[src/rtl/dff_chk_pkg.sv]
// Shared types, constants and LFSR helpers for the DFF stimulus driver/checker.
// Optional reset-priority probe is enabled by defining DFF_CHK_MIDRST_EN.
package dff_chk_pkg;

   localparam int              LFSR_W    = 8;
   localparam int              ERR_CNT_W = 8;
   localparam logic [LFSR_W-1:0] LFSR_POLY = 8'hB8;

   typedef enum logic [2:0] {
      IDLE  = 3'd0,
      RESET = 3'd1,
      RUN   = 3'd2,
      DRAIN = 3'd3,
      DONE  = 3'd4
   } chk_state_t;

   // Right-shifting Galois step for x^8+x^6+x^5+x^4+1
   function automatic logic [LFSR_W-1:0] lfsr_step(input logic [LFSR_W-1:0] s);
      logic [LFSR_W-1:0] nxt;
      if (s[0]) begin
         nxt = (s >> 1) ^ LFSR_POLY;
      end else begin
         nxt = s >> 1;
      end
      return nxt;
   endfunction

   function automatic logic [LFSR_W-1:0] seed_fix(input logic [LFSR_W-1:0] s);
      logic [LFSR_W-1:0] fixed;
      if (s == {LFSR_W{1'b0}}) begin
         fixed = 8'h01;
      end else begin
         fixed = s;
      end
      return fixed;
   endfunction

endpackage

[src/rtl/dff_chk_lfsr.sv]
// 8-bit Galois LFSR with seed load and advance; a zero seed is replaced by 8'h01.
// No build options affect this file.
module dff_chk_lfsr
   import dff_chk_pkg::*;
#(
   parameter logic [LFSR_W-1:0] SEED  = 8'hA5,
   parameter int                OUT_W = 4
) (
   input  logic              clk,
   input  logic              rst_n,
   input  logic              i_load,
   input  logic [LFSR_W-1:0] i_seed,
   input  logic              i_adv,
   output logic [OUT_W-1:0]  o_state
);

   logic [LFSR_W-1:0] r_state;

   // Load has priority over advance so a restart always begins at the seed
   always_ff @(posedge clk or negedge rst_n) begin
      if (!rst_n) begin
         r_state <= seed_fix(SEED);
      end else if (i_load) begin
         r_state <= seed_fix(i_seed);
      end else if (i_adv) begin
         r_state <= lfsr_step(r_state);
      end else begin
         r_state <= r_state;
      end
   end

   assign o_state = r_state[OUT_W-1:0];

endmodule

[config.mk]
export PLATFORM = sky130hd
export DESIGN_NAME = dff_chk_lfsr
export DESIGN_NICKNAME = d
export VERILOG_FILES = /design/src/rtl/dff_chk_pkg.sv /design/src/rtl/dff_chk_lfsr.sv
export SDC_FILE = /design/constraint.sdc
export NUM_CORES = 1
export LEC_CHECK = 0
export CORE_AREA = 10 10 47 49
export CTS_BUF_LIST = sky130_fd_sc_hd__clkbuf_16
export DETAILED_ROUTE_END_ITERATION = 16
export DIE_AREA = 0 0 57 59
export HOLD_SLACK_MARGIN = 0.02
export PLACE_DENSITY = 0.69
export SYNTH_ARGS = -nofsm -noshare
export SYNTH_HDL_FRONTEND = slang
export SYNTH_SLANG_ARGS = --single-unit
export TNS_END_PERCENT = 100
[constraint.sdc]
create_clock -name clk -period 1.2 [get_ports clk]
set_clock_uncertainty 0.1 [all_clocks]
set_input_delay 0.3 -clock clk [delete_from_list [all_inputs] [get_ports clk]]
set_output_delay 0.3 -clock clk [all_outputs]
set_load 0.005 [all_outputs]
# After elaboration in Yosys (flattened, before gate mapping)

Cells that the tools add are included.
W data, S select, Z words.

Register bits: 8
Input port bits: 12
Output and inout port bits: 4
Word-level logic and storage cells: 8

Muxes and demuxes: 4
Bitwise gates (word level): 1
Reductions and logical operators: 2

Operator list:

| cell               | number |
|---|---|
| $mux W8            | 4 |
| $logic_not A8 Y1   | 1 |
| $not A3 Y4         | 1 |
| $reduce_bool A2 Y1 | 1 |

# Depth between registers and ports, before layout

Gate-level depths: netlist of the first run.

Depth after elaboration: 4
Depth in mapped cells: 4
Depth with buffers taken out: 3

# Worst setup path after synthesis of the first run

Ideal clock, no wire load.

Path kind: reg2out
From: reg r_state[0]
To: out o_state[0]
Data arrival time: 0.676 ns
Data required time: 0.800 ns
Slack: 0.124 ns
Cell stages (with the launch flop): 2
Cell sequence: dfstp_2 -> buf_4

RTL lines:

| element                  | RTL line           | text |
|---|---|---|
| start: declaration       | dff_chk_lfsr.sv:17 | `logic [LFSR_W-1:0] r_state;` |
| start signal: assignment | dff_chk_lfsr.sv:22 | `r_state <= seed_fix(SEED);` |
| start signal: assignment | dff_chk_lfsr.sv:24 | `r_state <= seed_fix(i_seed);` |
| start signal: assignment | dff_chk_lfsr.sv:26 | `r_state <= lfsr_step(r_state);` |
| end: declaration         | dff_chk_lfsr.sv:14 | `output logic [OUT_W-1:0] o_state` |

No word-level cell between the ends.

# Worst setup path after layout of the first run

From: reg r_state[2]
To: out o_state[2]

No word-level cell between the ends.

==> results.cfg, run 1 <==
[job]
cap_violations = 0

[placed_design]
io_buffers = 15
placed_cell_area_um2 = 636
hpwl_um = 842
dp.cells = 78
place_ws_ns = -0.298
gp_congestion = 0.757

[floorplan]
core.rowCount = 14
die_w_um = 57
pin_count = 16
fp.dieH_um = 59
start_util = 0.314
core_area_mm2 = 0.00140
die_area_mm2 = 0.00336

[drt]
wl_per_cell_um = 12.9
drt_iter0_drc = 5
ant_nets = 0
routed_wl_mm = 1.08
drc_errors = 0
dr_total_vias = 391
dr.pass1.iters = 4
vias_per_cell = 4.65

[clocking]
hold_buffers = 0
clockBufferDepth = 2
cts_tree = built
clk_pin_slew_ns = 0.04
insertion_delay_ns = 0.23
cts-buffers-inserted = 3
htree_levels = 1
cts_sinks = 8
clockRootBuffer = clkbuf_16

[global_routing]
grt_first_pass_wirelength_mm = 1.84
overflow = 0
first_global_vias = 421
antenna_found_initial = 0
track_usage = 0.0708
grt_max_degree = 9

[sta]
fmax_mhz = 799
maxSlewViolCount = 0
finalHoldViolCount = 0
rsz0062_at_grt = yes
period_minus_slack_ns = 1.25
slew_headroom = 0.749
setup_viol_count_final = 2
worst_pin_slew_ns = 0.375
postLayoutSetupSlackWorst_ns = -0.0523
fin_crit_sh = 1.04

[cells_and_area]
area_growth_pct = 67.0
design_area_um2 = 736
largest_reg_flops = 8
num-fill-cells = 148
largest_register = r_state
top_regs = r_state x8
drive_gt1_frac = 0.368
fin_nets = 81
antennaDiodeCount = 0
finalNonFillerCells = 84

[worst_setup_path]
critPathCaptureType = primary output
crit_buf_inv = 1
crit_path_top_delay_cell = dfstp_2
critPathTopFamily = flip-flops
crit_type = register to primary output
path_cells = buf_2
cp_max_fo = 2
cp.arrival_ns = 0.85
cp-start-kind = register
critPathRequiredTime_ns = 0.80
slowest_delay_ns = 0.52

[synthesis]
synth_edf_count = 0
yosysUniqueCellTypes = 13
synth_area_um2 = 440
yosysTopAreaCell = dfstp_2
async_flop_share = 1.00
seq_area_frac_synth = 0.466
synth_seq_cells = 8
synth_area_leaders = dfstp_2 (24%), dfrtp_1 (23%), mux2i_1 (16%)
ys.flop_type = dfstp_2
avgSynthCellArea_um2 = 10.0
synthTopCellsByCount = mux2i_1 (7), nand2_1 (7), o21ai_1 (7)
synth_fp_nets = 56
synthCells = 44
yosysTopAreaCellShare = 0.239
yosysWarnings = 0

[power_and_ir_drop]
p_int_uw = 871
powerDensity_mw_per_mm2 = 1500
power_switching_uw = 231
seq_power_share = 0.302
power_leakage_uw = 0.000359
ir_worst_vdd_v = 0.000799
swShare = 0.210
pwr-share-clk = 0.510
p_comb_frac = 0.188

[outcome]
status = complete, but fails checks
violations = negative setup slack

[hold_path]
hold_class = primary input to register
## final timing paths
path                            startpoint         end  slack (ns)  cells past startpoint
worst max-delay path            r_state[2]  o_state[2]       -0.05                      1
worst min-delay path             i_seed[7]  r_state[7]        0.23                      3
worst max register to register  r_state[0]  r_state[5]           0                      4
worst min register to register  r_state[6]  r_state[6]        0.47                      2
max in group asynchronous            rst_n  r_state[0]        0.43                      1
min in group asynchronous            rst_n  r_state[4]        0.25                      1
## placed cells by master (no fill, tap or decap)
cell type / n
clkdlybuf4s50_1: 7
inv_1: 1
dlymetal6s2s_1: 2
mux2i_1: 7
dfstp_2: 4
a211oi_2: 1
clkbuf_16: 3
nand2_1: 7
xor2_1: 3
a21oi_1: 2
nor2b_2: 1
dfrtp_1: 4
nor3_1: 1
dlygate4sd2_1: 2
buf_4: 10
nor4_2: 1
buf_6: 2
o21ai_1: 7
buf_2: 3
## kinds of logic after synthesis
logic type             count (synthesis)  share of synthesized area
buffers and inverters                  6                     0.0966
AND/OR/NAND/NOR                       10                     0.0994
multiplexers                           7                      0.159
flip-flops                             8                      0.466
XOR/XNOR                               3                     0.0597
AO/OA/AOI/OAI                         10                      0.119
## cell type report
cell class / count / area [um2] / area share
clock buffer: 3 / 75.1 / 0.102
clock inverter: 1 / 3.75 / 0.00510
multi-input combinational: 30 / 206 / 0.281
sequential: 8 / 205 / 0.279
tap: 16 / 20.0 / 0.0272
timing repair buffer: 26 / 225 / 0.306
## layer usage
metal | GRT usage | up-vias | part of all wire
met5 | 0 | - | 0
met4 | 0.0403 | 0 | 0
met3 | 0.0494 | 0 | 0.093
met2 | 0.110 | 15 | 0.48
met1 | 0.0686 | 178 | 0.43
li1 | - | 198 | -
## timing repair
action	4_1_cts	5_1_grt
gates cloned	1	0
pin swaps	4	4
buffers inserted	1	0
endpoints found under the hold margin	0	0
gates resized for setup	21	5
endpoints found under the setup margin	6	7
## metrics by stage
stage,hold slack (ns),setup TNS (ns),power [uW],util
after floorplan,-0.0956,0,436,-
after global placement,0.456,-2.24,538,0.454
after detailed placement,0.464,-2.32,542,0.454
after CTS,0.259,-0.117,1110,0.512
after global routing,0.237,-0.394,1160,0.525
final,0.233,-0.0955,1100,0.525
## power by group through the flow
stage                     clock network (uW)  logic (uW)  registers [uW]
final                                    562         207             332
after global routing                     599         229             336
after CTS                                571         203             332
after detailed placement                   0         207             335
after global placement                     0         204             334
after floorplan                            0        99.1             337
(Power assumes the default switching activity.)
==> run 2, diff against run 1 <==
==> constraint.sdc (replaced) <==
create_clock -name clk -period 1.2 [get_ports clk]
set_clock_uncertainty 0.1 [all_clocks]
set_input_delay 0.12 -clock clk [delete_from_list [all_inputs] [get_ports clk]]
set_output_delay 0.12 -clock clk [all_outputs]
set_load 0.005 [all_outputs]
==> results.cfg, run 2 (same netlist as run 1, synthesis figures left out) <==
[global_routing]
overflow = 0
grt_max_degree = 10
first_global_vias = 404
antenna_found_initial = 0
track_usage = 0.0665
grt_first_pass_wirelength_mm = 1.75

[worst_setup_path]
r2r-start = r_state[0]
cp.arrival_ns = 1.26
cp-start-kind = register
setup.worst_path.start = r_state[0]
critPathRequiredTime_ns = 1.25
cp_max_fo = 5
crit_path_top_delay_cell = dfstp_2
slowest_delay_ns = 0.52
critPathCaptureType = register
path_cells = buf_6 -> xor2_1 -> mux2i_1 -> o21ai_1
crit_type = register to register

[cells_and_area]
drive_gt1_frac = 0.219
largest_reg_flops = 8
area_growth_pct = 58.8
antennaDiodeCount = 0
final_common_cell = clkdlybuf4s50_1
final_util = 0.499
design_area_um2 = 699
fin_nets = 77
largest_register = r_state
final_cell_mix = clkdlybuf4s50_1 (11), mux2i_1 (7), nand2_1 (7), o21ai_1 (7), buf_4 (6)
top_regs = r_state x8

[floorplan]
core_area_mm2 = 0.00140
pin_count = 16
die_w_um = 57
core.rowCount = 14
fp.dieH_um = 59
start_util = 0.314
die_area_mm2 = 0.00336

[sta]
finalHoldViolCount = 0
setup_viol_count_final = 1
tns_ns = -0.00941
rsz0062_at_grt = yes
worst_pin_slew_ns = 0.379
fin_crit_sh = 1.01
maxSlewViolCount = 0
holdWs_ns = 0.0776
fmax_mhz = 827
slew_headroom = 0.747
postLayoutSetupSlackWorst_ns = -0.00941
period_minus_slack_ns = 1.21

[job]
cap_violations = 0

[drt]
drc_errors = 0
wl_per_cell_um = 13.2
routed_wl_mm = 1.06
dr.pass1.iters = 3
dr_total_vias = 374
vias_per_cell = 4.68
ant_nets = 0
drt_iter0_drc = 1

[clocking]
insertion_delay_ns = 0.23
clockRootBuffer = clkbuf_16
cts-buffers-inserted = 3
cts_tree = built
clk_pin_slew_ns = 0.04
clockBufferDepth = 2
hold_buffers = 0
cts_sinks = 8
htree_levels = 1

[outcome]
status = complete, but fails checks
violations = negative setup slack

[placed_design]
hpwl_um = 874
gp_congestion = 0.689
placed_cell_area_um2 = 613
io_buffers = 15

[power_and_ir_drop]
power_leakage_uw = 0.000319
powerDensity_mw_per_mm2 = 1560
ir_worst_vdd_v = 0.000963

[hold_path]
hold_class = primary input to async pin
run 2: cell count changes in the layout (fill, tap and decap cells not counted):
cell             previous run  this run
dlymetal6s2s_1              2         0
a211oi_2                    1         0
buf_2                       3         0
nor2b_2                     1         0
buf_6                       2         1
clkdlybuf4s15_1             0         1
buf_4                      10         6
nor4_1                      0         1
dlygate4sd2_1               2         3
a211oi_1                    0         1
nor4_2                      1         0
nor2b_1                     0         1
clkdlybuf4s50_1             7        11
run 2: repair_timing:
action / in CTS / in global routing
pin swaps: 1 / 1
endpoints found under the setup margin: 7 / 5
buffers inserted: 1 / 0
gates resized for setup: 6 / 0
run 2: per-stage QoR:
step | setup WS (ns) | cells | power, uW
floorplan | 0.144 | 44 | 436
global placement | -0.0816 | 75 | 524
detailed placement | -0.104 | 75 | 531
CTS | -0.0260 | 80 | 1100
global route | -0.0654 | 80 | 1130
finish | -0.00941 | 80 | 1090
run 2: worst max-delay path: cells and delay by family (launching register included):
kind	cells	cell delay, ns
DFF	1	0.52
buffers and inverters	1	0.11
AOI/OAI and AO/OA	1	0.15
xor gates and xnor gates	1	0.14
muxes	1	0.10
run 2: power by group:
group / total [uW] / switching [uW] / internal [uW]
sequential: 333 / 18.9 / 314
combinational: 195 / 81.9 / 113
clock: 562 / 128 / 434
total: 1090 / 229 / 861
run 2: routing by layer:
metal / up-vias / wire [um] / global-route usage
li1: 188 / - / -
met1: 175 / 472 / 0.0725
met2: 11 / 509 / 0.109
met3: 0 / 76 / 0.0365
met4: 0 / 0 / 0.0201
met5: - / 0 / 0
run 2: path summary, 6_finish.rpt:
kind	end	slack [ns]	depth (start not counted)
max	r_state[3]	-0.009	4
min	r_state[1]	0.08	1
max reg2reg	r_state[3]	-0.009	4
min reg2reg	r_state[5]	0.48	2
max in group asynchronous	r_state[0]	0.61	1
min in group clk	r_state[7]	0.34	3
run 2: area by class of cell:
cell class | count | area [um2]
Fill cell | 144 | 702
Multi-Input combinational cell | 30 | 193
Timing Repair Buffer | 22 | 203
Tap cell | 16 | 20.0
Sequential cell | 8 | 205
Clock inverter | 1 | 3.75
Clock buffer | 3 | 75.1
==> run 3, diff against run 2 <==
CELL_PAD_IN_SITES_DETAIL_PLACEMENT = 0   (was not set)
CELL_PAD_IN_SITES_GLOBAL_PLACEMENT = 2   (was not set)
CORE_AREA = not set   (was 10 10 47 49)
CORE_MARGIN = 10   (was not set)
CORE_UTILIZATION = 24   (was not set)
DIE_AREA = not set   (was 0 0 57 59)
MAX_ROUTING_LAYER = met4   (was not set)
PLACE_DENSITY = 0.8   (was 0.69)
==> results.cfg, run 3 (same netlist as run 1, synthesis figures left out) <==
[outcome]
status = complete, but fails checks
violations = negative setup slack

[clocking]
htree_levels = 1
clockBufferDepth = 2
cts-buffers-inserted = 3
cts_sinks = 8
clk_pin_slew_ns = 0.04
hold_buffers = 0
insertion_delay_ns = 0.23
cts_tree = built
clockRootBuffer = clkbuf_16

[placed_design]
gp_congestion = 0.710
place_ws_ns = -0.0998
dp.cells = 83
io_buffers = 15
hpwl_um = 915

[drt]
drc_errors = 0
routed_wl_mm = 1.19
drt_iter0_drc = 4
wl_per_cell_um = 13.2
vias_per_cell = 4.19
ant_nets = 0
dr_total_vias = 377
dr.pass1.iters = 3

[global_routing]
antenna_found_initial = 0
first_global_vias = 416
overflow = 0
track_usage = 0.0680
grt_max_degree = 10
grt_first_pass_wirelength_mm = 2.06

[cells_and_area]
antennaDiodeCount = 0
final-seq-area_um2 = 205
area_growth_pct = 69.6
drive_gt1_frac = 0.308
top_regs = r_state x8
finalNonFillerCells = 90
largest_reg_flops = 8
fin_nets = 78
final_common_cell = clkdlybuf4s50_1
num-fill-cells = 183
multi_input_area_um2 = 215
final_util = 0.433
final_cell_mix = clkdlybuf4s50_1 (11), mux2i_1 (7), nand2_1 (7), o21ai_1 (7), buf_4 (7)
largest_register = r_state

[sta]
period_minus_slack_ns = 1.21
fmax_mhz = 830
fin_crit_sh = 1.00
setup_viol_count_final = 1
maxSlewViolCount = 0
slew_headroom = 0.757
finalHoldViolCount = 0
rsz0062_at_grt = yes
postLayoutSetupSlackWorst_ns = -0.00547
worst_pin_slew_ns = 0.363

[worst_setup_path]
cp.arrival_ns = 1.27
cp-start-kind = register
crit_type = register to register
critPathCaptureType = register
cp_max_fo = 5
slowest_delay_ns = 0.53
setup.worst_path.start = r_state[0]
path_cells = buf_6 -> xor2_1 -> mux2i_1 -> o21ai_1
crit_path_top_delay_cell = dfstp_2
ff2ff_setup_slack_ns = -0.005
r2r-start = r_state[0]
r2r_end = r_state[3]
critPathRequiredTime_ns = 1.26
cp-endpoint = r_state[3]
rr_worst_depth = 4

[power_and_ir_drop]
power_switching_uw = 242
powerDensity_mw_per_mm2 = 1500
p_comb_frac = 0.193
p_int_uw = 878
seq_power_share = 0.300
total_power_uw = 1120
power_leakage_uw = 0.000336
ir_worst_vdd_v = 0.000580
swShare = 0.216
pwr-share-clk = 0.507

[hold_path]
hold_class = primary input to async pin

[floorplan]
die_area_mm2 = 0.00395
fp.dieH_um = 62.8
core.rowCount = 15
pin_count = 16
die_w_um = 62.8
core_area_mm2 = 0.00173
start_util = 0.255

[job]
cap_violations = 0
-- run 3: final cells by class --
cell class                 count  share of cell area
clock inverter                 1             0.00503
timing repair buffer          23               0.290
multi-input combinational     30               0.288
tap                           25              0.0419
sequential                     8               0.275
clock buffer                   3               0.101
-- run 3: how the worst min path moves through the flow --
stage	cells after the start	endpoint	from	slack, ns
floorplan	0	r_state[1]	rst_n	-0.28
global placement	1	r_state[1]	rst_n	0.32
detailed placement	1	r_state[3]	rst_n	0.32
CTS	1	r_state[3]	rst_n	0.08
global route	1	r_state[3]	rst_n	0.09
finish	1	r_state[3]	rst_n	0.07
-- run 3: power by group through the flow --
stage	clock [uW]	sequential (uW)	combinational (uW)
global placement	0	337	195
finish	568	336	216
global route	594	342	245
detailed placement	0	339	196
floorplan	0	337	99.1
CTS	577	334	204
-- run 3: routing by layer --
metal / wire length, um / part of all wire / up-vias / track usage
met5: 0 / 0 / - / -
met4: 27 / 0.023 / 0 / 0.0503
met1: 597 / 0.50 / 175 / 0.0874
li1: - / - / 189 / -
met3: 26 / 0.022 / 2 / 0.0143
met2: 539 / 0.45 / 11 / 0.0897
-- run 3: through the flow --
stage | TNS [ns] | cell area, um2 | hold WS (ns)
finish | -0.00547 | 747 | 0.0676
global route | -0.256 | 747 | 0.0863
CTS | -0.0394 | 724 | 0.0782
detailed placement | -0.492 | 629 | 0.323
global placement | -0.462 | 629 | 0.319
floorplan | 0 | 440 | -0.276
-- run 3: worst max-delay path, delay by kind of cell, from the launching register on --
kind	cells	cell delay [ns]
AO/OA/AOI/OAI	1	0.11
flip-flops	1	0.53
multiplexers	1	0.11
buffers and inverters	1	0.13
XOR/XNOR	1	0.16
-- run 3: repair_timing --
action / 4_1_cts / 5_1_grt
endpoints found under the setup margin: 6 / 6
buffers inserted: 2 / 1
pin swaps: 2 / 3
gates resized for setup: 7 / 6
==> edit 1: new RTL, config.mk and constraints of run 1 <==
`OUT_W`: 4 -> 6.
--- a/src/rtl/dff_chk_lfsr.sv
+++ b/src/rtl/dff_chk_lfsr.sv
@@ -6,3 +6,3 @@
    parameter logic [LFSR_W-1:0] SEED  = 8'hA5,
-   parameter int                OUT_W = 4
+   parameter int                OUT_W = 6
 ) (
Ports: changed (resized o_state); port bits go from 16 to 18. No check against the original RTL was run, so the function may have changed too.
==> edit 1 against run 1 <==
Largest cell class unchanged. Routed wire length grew 27%. The flow still finishes with violations (setup timing). Register-to-register slack worse by 0.03 ns. Sequential share of layout area fell by 0.78 points. Design area increased by 2.9%. Area after synthesis rose by 3.4%. Core utilization increased by 1.5 points. Worst setup slack better by 0.0018 ns. Power rose by 4.1%. Sequential cell count stayed put. Fmax grew 0.14%.
==> edit 1: results (changes against run 1) <==
GRT
  • Pin count of the biggest net entering global routing: 17 (was 9)
  • Vias in the first global route: 432 (was 421)
  • Global-route wire length before repair: 2080 µm (was 1840 µm)
  • Tot GR Track Use: 7.98% (was 7.08%)

Pwr
  • Worst IR drop on VDD: 762 µV (was 799 µV)
  • Leakage: 0.354 nW (was 0.359 nW)

Yosys
  • Post-synthesis sequential area ratio: 45.1% (was 46.6%)
  • Mean post-synth cell area: 9.90 µm² (was 10.0 µm²)
  • Ys async rst share: 100% (unchanged)
  • Syn nets: 58 (was 56)
  • Top post-synthesis cells by count: buf_4 (7), mux2i_1 (7), nand2_1 (7), o21ai_1 (7) (was mux2i_1 (7), nand2_1 (7), o21ai_1 (7))
  • Synth area leaders: dfstp_2 (23%), dfrtp_1 (22%), mux2i_1 (15%), buf_4 (12%), o21ai_1 (7.7%) (was dfstp_2 (24%), dfrtp_1 (23%), mux2i_1 (16%), buf_4 (8.5%), o21ai_1 (8.0%))

Placed design
  • Final GP Congestion: 0.739 (was 0.757)
  • Dpl hpwl: 960 µm (was 842 µm)
  • Port Buffers: 17 (was 15)
  • Dpl ws: -0.269 ns (was -0.298 ns)
  • Placed cell area: 668 µm² (was 636 µm²)
  • Cell count after placement: 80 (was 78)

Timing
  • Fin worst setup slack: -0.0505 ns (was -0.0523 ns)
  • Final setup viols: 5 (was 2)

Clock network
  • Setup bufs post-CTS: 0 (was 1)

Min path
  • Hold crit path type: in -> async (was in -> reg)

Cells and area
  • Final #Nets: 81 (unchanged)
  • Filler instances: 135 (was 148)
  • Layout cell share with drive strength beyond 1: 38.2% (was 36.8%)

Detailed routing
  • Vias per Instance: 4.60 (was 4.65)
  • WL final: 1370 µm (was 1080 µm)
  • Iteration-0 DRC Markers: 9 (was 5)

Run status
  • Failing checks: setup timing (unchanged)
  • Status: complete, but fails checks (unchanged)
-- edit 1: cell count changes after synthesis, sizes merged --
| cell | before | now |
|---|---|---|
| buf | 6 | 8 |
-- edit 1: final cells by class --
type                            count  area (µm²)  area share, %
Clock buffer                        3        75.1           9.92
Timing Repair Buffer               26         236           31.2
Tap cell                           16        20.0           2.64
Sequential cell                     8         205           27.1
Multi-Input combinational cell     30         216           28.6
Clock inverter                      1        3.75          0.496
-- edit 1: report_power, final --
part	switching, mW	internal, mW	leakage [nW]
sequential	0.0196	0.314	0.0904
combinational	0.106	0.144	0.221
clock	0.129	0.434	0.0423
-- edit 1: kinds of logic (layout without fill, tap and decap cells) --
| logic type | Yosys count | after routing | share of synthesized area, % |
|---|---|---|---|
| AO/OA/AOI/OAI | 10 | 10 | 11.5 |
| multiplexers | 7 | 7 | 15.4 |
| XOR/XNOR | 3 | 3 | 5.77 |
| buffers and inverters | 8 | 30 | 12.6 |
| flip-flops | 8 | 8 | 45.1 |
| AND/OR/NAND/NOR | 10 | 10 | 9.62 |
-- edit 1: final timing paths --
check | startpoint | endpoint | slack (ns) | cells after the start
worst min register to register | r_state[6]$_DFFE_PN0P_ | r_state[6]$_DFFE_PN0P_ | 0.50 | 2
max in group asynchronous | rst_n | r_state[5]$_DFFE_PN1P_ | 0.42 | 1
min in group clk | i_seed[2] | r_state[2]$_DFFE_PN1P_ | 0.33 | 3
worst max register to register | r_state[0]$_DFFE_PN1P_ | r_state[0]$_DFFE_PN1P_ | -0.03 | 4
worst max-delay path | r_state[2]$_DFFE_PN1P_ | o_state[2] | -0.05 | 1
worst min-delay path | rst_n | r_state[1]$_DFFE_PN0P_ | 0.26 | 1
-- edit 1: metrics by stage --
| stage | hold slack [ns] | total power [mW] | setup TNS, ns |
|---|---|---|---|
| floorplan | -0.0956 | 0.452 | 0 |
| detailed placement | 0.477 | 0.582 | -2.43 |
| global placement | 0.461 | 0.574 | -2.30 |
| global route | 0.273 | 1.20 | -0.490 |
| finish | 0.258 | 1.15 | -0.178 |
| CTS | 0.264 | 1.14 | -0.198 |
-- edit 1: repair_timing --
action                                 in CTS  in global routing
cloned                                      0                  0
gates resized for setup                    29                  5
setup endpoints to repair                  10                 11
pin swaps                                   4                  0
endpoints found under the hold margin       0                  0
-- edit 1: layer usage --
layer	part of all wire (%)	vias up	track usage (%)
met5	0	-	0
met4	0	0	3.02
met3	5.3	0	3.43
met2	55	8	14.4
met1	40	184	7.92
li1	-	194	-
==> edit 2: new RTL, flow settings as in run 1 <==
Made on the original files. Add an input register stage for `i_seed`; this delays it by one clock. The other inputs are not delayed to match.
--- a/src/rtl/dff_chk_lfsr.sv
+++ b/src/rtl/dff_chk_lfsr.sv
@@ -16,2 +16,8 @@
 
+   logic [LFSR_W-1:0] i_seed_q;
+
+   always_ff @(posedge clk) begin
+      i_seed_q <= i_seed;
+   end
+
    logic [LFSR_W-1:0] r_state;
@@ -23,3 +29,3 @@
       end else if (i_load) begin
-         r_state <= seed_fix(i_seed);
+         r_state <= seed_fix(i_seed_q);
       end else if (i_adv) begin
Behaviour: not the same (Yosys sat finds a counterexample within 4 cycles, from zero or initial values and one cycle with rst_n low).
==> edit 2 against run 1 <==
The flow still finishes with violations (setup timing). Cell count grew 3.6%. First-iteration DRC count fell by 60%. Fmax down 0.68%. Non-clock buffer count down 4. Routed wire length down 4.2%. Worst setup slack worse by 0.0085 ns. Area after synthesis rose by 36%. Core utilization increased by 9.2 points. Power increased by 29%. Sequential cell count is 8 higher. Design area increased by 18%. Via count up 1.3%.
==> edit 2: results (changes against run 1) <==
Run status
  • Status: complete, but fails checks (unchanged)
  • Failing checks: setup timing (unchanged)

Min path
  • Hold crit path type: in -> async (was in -> reg)

Cells and area
  • NonClk Buf Share: 23.6% (was 30.6%)
  • Final #Nets: 85 (was 81)
  • Top Registers: i_seed_q x8, r_state x8 (was r_state x8)
  • Multi-input gate area: 200 µm² (was 206 µm²)
  • Buffers excl. clock: 22 (was 26)

GRT
  • Pin count of the biggest net entering global routing: 16 (was 9)
  • Met3 Use GR: 3.22% (was 4.94%)
  • Vias in the first global route: 431 (was 421)
  • Global-route wire length before repair: 1720 µm (was 1840 µm)

Timing
  • Final setup viols: 2 (unchanged)
  • Fin worst setup slack: -0.0608 ns (was -0.0523 ns)

Setup path
  • End of the critical path: o_state[0] (was o_state[2])

Detailed routing
  • Iteration-0 DRC Markers: 2 (was 5)
  • Met1 WL: 523 µm (was 466 µm)
  • Total iterations of the first detailed-routing run: 2 (was 4)
  • WL final: 1040 µm (was 1080 µm)
  • Vias per Instance: 4.55 (was 4.65)
  • Met2 wire length: 441 µm (was 515 µm)

Yosys
  • Syn nets: 64 (was 56)
  • Post-synthesis sequential area ratio: 60.8% (was 46.6%)
  • Ys async rst share: 50.0% (was 100%)
  • Synthesized instance count: 52 (was 44)
  • Post-synthesis cell type count: 14 (was 13)

Pwr
  • Leakage: 0.386 nW (was 0.359 nW)

Placed design
  • Dpl hpwl: 803 µm (was 842 µm)
edit 2: cell count changes in the layout (fill, tap and decap cells not counted), moves of 2 or more:
cell	delta
buf_4	-5
dfxtp_1	+8
dlymetal6s2s_1	-2
clkdlybuf4s50_1	+3
edit 2: through the flow:
stage | hold WS (ns) | TNS [ns]
detailed placement | 0.300 | -2.22
finish | 0.227 | -0.117
global route | 0.251 | -0.416
global placement | 0.300 | -2.18
floorplan | -0.0956 | 0
CTS | 0.238 | -0.139
edit 2: where the power goes:
part	total [mW]	switching (mW)	internal (mW)
clock network	0.604	0.170	0.434
registers	0.620	0.0255	0.595
logic	0.196	0.0775	0.118
total	1.42	0.273	1.15
edit 2: logic make-up after synthesis:
logic type             Yosys count  synth area share, %
AO/OA/AOI/OAI                   10                 8.75
XOR/XNOR                         3                 4.38
buffers and inverters            6                 7.08
flip-flops                      16                 60.8
multiplexers                     7                 11.7
AND/OR/NAND/NOR                 10                 7.29
